===== config.mk =====
export PLATFORM = sky130hd
export DESIGN_NAME = fetch_pc_unit
export DESIGN_NICKNAME = d
export VERILOG_FILES = /design/src/rtl/fetch_pc_unit.sv
export SDC_FILE = /design/constraint.sdc
export NUM_CORES = 1
export LEC_CHECK = 0
export ABC_AREA = 1
export CORE_ASPECT_RATIO = 1.25
export CORE_MARGIN = 10
export CORE_UTILIZATION = 40
export CTS_BUF_LIST = sky130_fd_sc_hd__clkbuf_16
export DETAILED_ROUTE_END_ITERATION = 10
export GPL_TIMING_DRIVEN = 0
export MAX_ROUTING_LAYER = met4
export PLACE_DENSITY = 0.59
export SLEW_MARGIN = 20
export SYNTH_ARGS = -nofsm -noshare
export SYNTH_HDL_FRONTEND = slang
export SYNTH_SLANG_ARGS = --single-unit

===== constraint.sdc =====
create_clock -name CLK -period 10.6 [get_ports CLK]
set_input_delay 1.06 -clock CLK [delete_from_list [all_inputs] [get_ports CLK]]
set_output_delay 1.06 -clock CLK [all_outputs]
set_load 0.1 [all_outputs]

===== src/rtl/fetch_pc_unit.sv =====
// Fetch PC unit: owns the fetch program counter and requests instructions over a
// variable-latency req/ack interface. Returned instructions are buffered together
// with their PC in a small FIFO that decode drains through valid/ready. A Redirect
// loads NextPC, flushes the FIFO and squashes any fetch that is still in flight.
module fetch_pc_unit #(
  parameter logic [63:0] RESET_PC = 64'h0,
  parameter int          INSTR_W  = 32,
  parameter int          DEPTH    = 2
) (
  input  logic               CLK,
  input  logic               Reset,
  input  logic [63:0]        NextPC,
  input  logic               Redirect,
  output logic               IMemReq,
  output logic [63:0]        IMemAddr,
  input  logic               IMemAck,
  input  logic [INSTR_W-1:0] IMemData,
  output logic               InstrValid,
  input  logic               InstrReady,
  output logic [INSTR_W-1:0] Instr,
  output logic [63:0]        InstrPC,
  output logic               MisalignErr
);

  localparam int PTR_W = $clog2(DEPTH);
  localparam int CNT_W = PTR_W + 1;
  localparam logic [CNT_W-1:0] DEPTH_C = CNT_W'(DEPTH);
  localparam logic [CNT_W-1:0] ONE_C   = CNT_W'(1);
  localparam logic [PTR_W-1:0] PTR_ONE = PTR_W'(1);
  localparam logic [63:0] RESET_ADDR   = {RESET_PC[63:2], 2'b00};

  typedef enum logic [1:0] {
    S_IDLE   = 2'd0,
    S_REQ    = 2'd1,
    S_SQUASH = 2'd2
  } state_t;

  state_t state, state_next;

  logic [63:0] fetch_pc, fetch_pc_next;
  logic [63:0] squash_addr, squash_addr_next;
  logic [63:0] addr_next;
  logic        req_next;
  logic        misalign_next;

  logic [63:0]        fifo_pc    [DEPTH];
  logic [INSTR_W-1:0] fifo_instr [DEPTH];
  logic [PTR_W-1:0]   rd_ptr, wr_ptr;
  logic [CNT_W-1:0]   count;
  logic [CNT_W-1:0]   count_after_pop;
  logic               pop, push, flush;

  assign InstrValid = (count != {CNT_W{1'b0}});
  assign Instr      = fifo_instr[rd_ptr];
  assign InstrPC    = fifo_pc[rd_ptr];

  // Next-state, fetch PC and FIFO control decode; the pop is applied before any credit test.
  always_comb begin
    state_next       = state;
    fetch_pc_next    = fetch_pc;
    squash_addr_next = squash_addr;
    push             = 1'b0;
    pop              = InstrValid && InstrReady;
    flush            = Redirect;
    count_after_pop  = count - (pop ? ONE_C : {CNT_W{1'b0}});

    case (state)
      S_IDLE: begin
        if (Redirect) begin
          // Flush empties the FIFO, so a request can always start.
          fetch_pc_next = NextPC;
          state_next    = S_REQ;
        end else if (count_after_pop < DEPTH_C) begin
          state_next = S_REQ;
        end else begin
          state_next = S_IDLE;
        end
      end
      S_REQ: begin
        if (IMemAck && !Redirect) begin
          push          = 1'b1;
          fetch_pc_next = fetch_pc + 64'd4;
          if ((count_after_pop + ONE_C) < DEPTH_C) begin
            state_next = S_REQ;
          end else begin
            state_next = S_IDLE;
          end
        end else if (IMemAck && Redirect) begin
          // The returning data belongs to the old path and is dropped.
          fetch_pc_next = NextPC;
          state_next    = S_REQ;
        end else if (Redirect) begin
          // The old request must still complete on the bus with its own address.
          fetch_pc_next    = NextPC;
          squash_addr_next = IMemAddr;
          state_next       = S_SQUASH;
        end else begin
          state_next = S_REQ;
        end
      end
      S_SQUASH: begin
        if (Redirect) begin
          fetch_pc_next = NextPC;
        end else begin
          fetch_pc_next = fetch_pc;
        end
        if (IMemAck) begin
          state_next = S_REQ;
        end else begin
          state_next = S_SQUASH;
        end
      end
      default: begin
        state_next = S_IDLE;
      end
    endcase

    req_next = (state_next != S_IDLE);
    if (state_next == S_SQUASH) begin
      addr_next = squash_addr_next;
    end else begin
      addr_next = {fetch_pc_next[63:2], 2'b00};
    end
    misalign_next = MisalignErr || (Redirect && (NextPC[1:0] != 2'b00));
  end

  // State, fetch PC and registered memory-interface outputs.
  always_ff @(posedge CLK) begin
    if (Reset) begin
      state       <= S_IDLE;
      fetch_pc    <= RESET_PC;
      squash_addr <= RESET_ADDR;
      IMemReq     <= 1'b0;
      IMemAddr    <= RESET_ADDR;
      MisalignErr <= 1'b0;
    end else begin
      state       <= state_next;
      fetch_pc    <= fetch_pc_next;
      squash_addr <= squash_addr_next;
      IMemReq     <= req_next;
      IMemAddr    <= addr_next;
      MisalignErr <= misalign_next;
    end
  end

  // FIFO pointers and occupancy; a flush takes effect after this cycle's pop.
  always_ff @(posedge CLK) begin
    if (Reset) begin
      rd_ptr <= {PTR_W{1'b0}};
      wr_ptr <= {PTR_W{1'b0}};
      count  <= {CNT_W{1'b0}};
    end else if (flush) begin
      rd_ptr <= {PTR_W{1'b0}};
      wr_ptr <= {PTR_W{1'b0}};
      count  <= {CNT_W{1'b0}};
    end else begin
      if (pop) begin
        rd_ptr <= rd_ptr + PTR_ONE;
      end
      if (push) begin
        wr_ptr <= wr_ptr + PTR_ONE;
      end
      count <= count_after_pop + (push ? ONE_C : {CNT_W{1'b0}});
    end
  end

  // FIFO storage: instruction tagged with the PC it was fetched from.
  always_ff @(posedge CLK) begin
    if (push && !Reset) begin
      fifo_pc[wr_ptr]    <= fetch_pc;
      fifo_instr[wr_ptr] <= IMemData;
    end
  end

endmodule


==> results.sh <==
export IMPL_outcome="completed"
export IMPL_synthArstFlopShare=0
export IMPL_finalSetupViolations=0
export IMPL_global_route_overflow_total=0
export IMPL_synth_seq_area_share=0.5698
export IMPL_fp_dieH_microns=251.7
export IMPL_hpwlAfterDp_microns=48010
export IMPL_drt_pre_antenna_iters=6
export IMPL_synth_largest_area_cell="edfxtp_1"
export IMPL_edff_count_synth=192
export IMPL_grt_setup_unrepaired="false"
export IMPL_cts_inserted_buffers=41
export IMPL_ys_top_cells_by_area="edfxtp_1 (34%), dfxtp_1 (23%), nand2_1 (7.6%), mux2_2 (6.3%), nor2_1 (4.5%)"
export IMPL_antenna_diode_count=0
export IMPL_postSynthAreaPerCell_sq_um=9.658
export IMPL_std_cell_rows=84
export IMPL_synth_seq_cells=393
export IMPL_clk_latency_ps=560
export IMPL_postCtsHoldBufs=0
export IMPL_clock_sinks=393
export IMPL_crit_required_ps=9540
export IMPL_yosysMostFrequentCell="nand2_1"
export IMPL_initial_utilization=0.4067
export IMPL_postCtsSetupRepairBufs=0
export IMPL_finalWirelength_microns=61430
export IMPL_layout_drive_gt1_share=0.1232
export IMPL_post_synth_num_cell_types=49
export IMPL_fin_worst_skew_ps=27.43
export IMPL_netlist_top_cells_count="nand2_1 (347), nor2_1 (204), dfxtp_1 (201), edfxtp_1 (192), inv_1 (137)"
export IMPL_area_growth_synth_to_final_pct=27.64
export IMPL_postRouteAntennaNets=0
export IMPL_initialDrtViolationCount=1073
export IMPL_worst_slew_pin_transition_ps=1054
export IMPL_wl_per_cell_microns=22.80
export IMPL_hold_vio_cnt_final=0
export IMPL_cts_htree_levels=2
export IMPL_io_pin_count=264
export IMPL_pin_count_of_the_biggest_net_entering_global_routing=15
export IMPL_fin_crit_ps=4717
export IMPL_clk_pin_slew_ps=60
export IMPL_placed_area_sq_mm=0.02071
export IMPL_max_clk_rate_mhz=212.0
export IMPL_timing_max_slew_rel_slack=0.2949
export IMPL_floorplan_core_area_sq_mm=0.04225
export IMPL_crit_fanout=10
export IMPL_timing_critical_path_arrival_ps=3660
export IMPL_max_cap_violations=0
export IMPL_synth_net_count=1883
export IMPL_ir_worst_vdd_mv=0.1226
export IMPL_post_synth_inst_count=1779
export IMPL_min_path_type="reg2reg"
export IMPL_fin_crit_sh=0.4450
export IMPL_vias=14020
export IMPL_power_per_cell_area_mw_per_mm2=166.9
export IMPL_report_final_slew_viol_count=0
export IMPL_crit_path_end_kind="primary output"
export IMPL_drc=0
export IMPL_grt_use_total=0.2391
export IMPL_die_area_sq_mm=0.05169
export IMPL_clock_path_buffers=3
export IMPL_synth_warnings=0
export IMPL_first_global_vias=13980
export IMPL_io_buffers=261
export IMPL_fin_worst_hold_slack_ps=461.6
export IMPL_clock_tree_from_tritoncts="done"
export IMPL_post_route_cell_area_sq_mm=0.02193
export IMPL_power_static_leakage_nw=8.240
export IMPL_number_of_nets_in_the_layout=2211
export IMPL_synth_top_cell_area_share=0.3356
export IMPL_routabilityCongestion=0.9650
export IMPL_worst_r2r_path_depth=9
export IMPL_clk_root_buffer_cell="clkbuf_16"
export IMPL_post_synthesis_cell_area_sq_mm=0.01718
export IMPL_critical_path_startpoint_type="flop"
export IMPL_cts_resized=0
export IMPL_drt_vias_per_instance=5.205
export IMPL_critical_path_class="reg2out"
export IMPL_final_core_util=0.5190
export IMPL_grt_pass1_wl_microns=89650
export IMPL_die_width_microns=205.4
export IMPL_synth_flop_cell="dfxtp_1"
export IMPL_number_of_cells_on_the_worst_hold_path=1
export IMPL_grt_antenna_before_repair=0
-- per-layer routing --
layer | global-route usage | share of wire | vias up | wire (microns)
met1 | 0.3069 | 0.44 | 6803 | 27190
li1 | - | - | 6705 | -
met3 | 0.03000 | 0.050 | 76 | 3077
met2 | 0.3939 | 0.49 | 438 | 29790
met4 | 0.05890 | 0.022 | 0 | 1367
met5 | - | 0 | - | 0
-- worst paths after layout --
kind / to / start / slack, ps
setup / recovery: InstrPC[61] / flop / 5880
hold / removal: rd_ptr / rd_ptr / 460
setup reg to reg: fifo_pc[1][48] / state[0] / 7530
hold reg to reg: rd_ptr / rd_ptr / 460
-- per-stage QoR --
stage,total power [W],instances,worst slack (ps),TNS (ps)
floorplan,0.002123,1779,1642,0
global placement,0.002344,2599,-3241,-618070
detailed placement,0.002348,2623,6381,0
CTS,0.003689,2694,5781,0
global route,0.003788,2694,5700,0
finish,0.003661,2694,5883,0
-- critical path: stages, from the launching register on --
cell and delay [ps]:
dfxtp_1 310, clkbuf_1 470, clkbuf_1 540, buf_2 370, mux2_2 400, clkdlybuf4s50_1 980
-- sequential cells by signal, summed over array words and instances, names as in the netlist, named ones only --
name	cells
fifo_pc	128
IMemAddr	64
fetch_pc	64
fifo_instr	64
squash_addr	64
count	2
state	2
IMemReq	1
MisalignErr	1
rd_ptr	1
wr_ptr	1
-- logic make-up (layout without fill, tap and decap cells) --
family,after synthesis,in the layout,synth area share
buffers and inverters,227,583,0.05505
AO/OA/AOI/OAI,261,261,0.08484
multiplexers,162,162,0.1014
adder cells (fa/ha/maj),3,3,0.002185
XOR/XNOR,12,12,0.006117
AND/OR/NAND/NOR,721,721,0.1807
flip-flops,393,393,0.5698
-- cell usage in the layout, fill, tap and decap left out, types with 11 or more instances in the layout --
cell type / Yosys / final
inv_1: 137 / 144
nand4_1: 17 / 17
mux2_2: 96 / 96
clkinv_1: 1 / 11
a21oi_1: 124 / 124
clkbuf_16: 0 / 41
inv_2: 11 / 11
o21ai_0: 61 / 61
dfxtp_1: 201 / 201
a22oi_1: 25 / 25
clkbuf_1: 38 / 38
mux2i_1: 66 / 66
buf_2: 22 / 22
nand3_1: 100 / 100
o21ai_1: 20 / 20
nand2_1: 347 / 347
nor2_1: 204 / 204
clkdlybuf4s50_1: 0 / 261
buf_4: 3 / 19
buf_6: 7 / 15
edfxtp_1: 192 / 192
-- cell type report --
class,instances,area (sq um)
Multi-Input combinational cell,1159,6456
Timing Repair Buffer,285,2823
Fill cell,4013,20320
Clock inverter,30,190.2
Buffer,77,380.4
Inverter,150,565.5
Sequential cell,393,9789
Tap cell,559,699.4
Clock buffer,41,1026
-- report_power, final --
part	switching (W)	internal [W]	total, W
combinational	0.000440	0.000163	0.000604
clock	0.000591	0.000750	0.00134
sequential	0.0000651	0.00165	0.00172
total	0.00110	0.00256	0.00366
(Power assumes the default switching activity.)
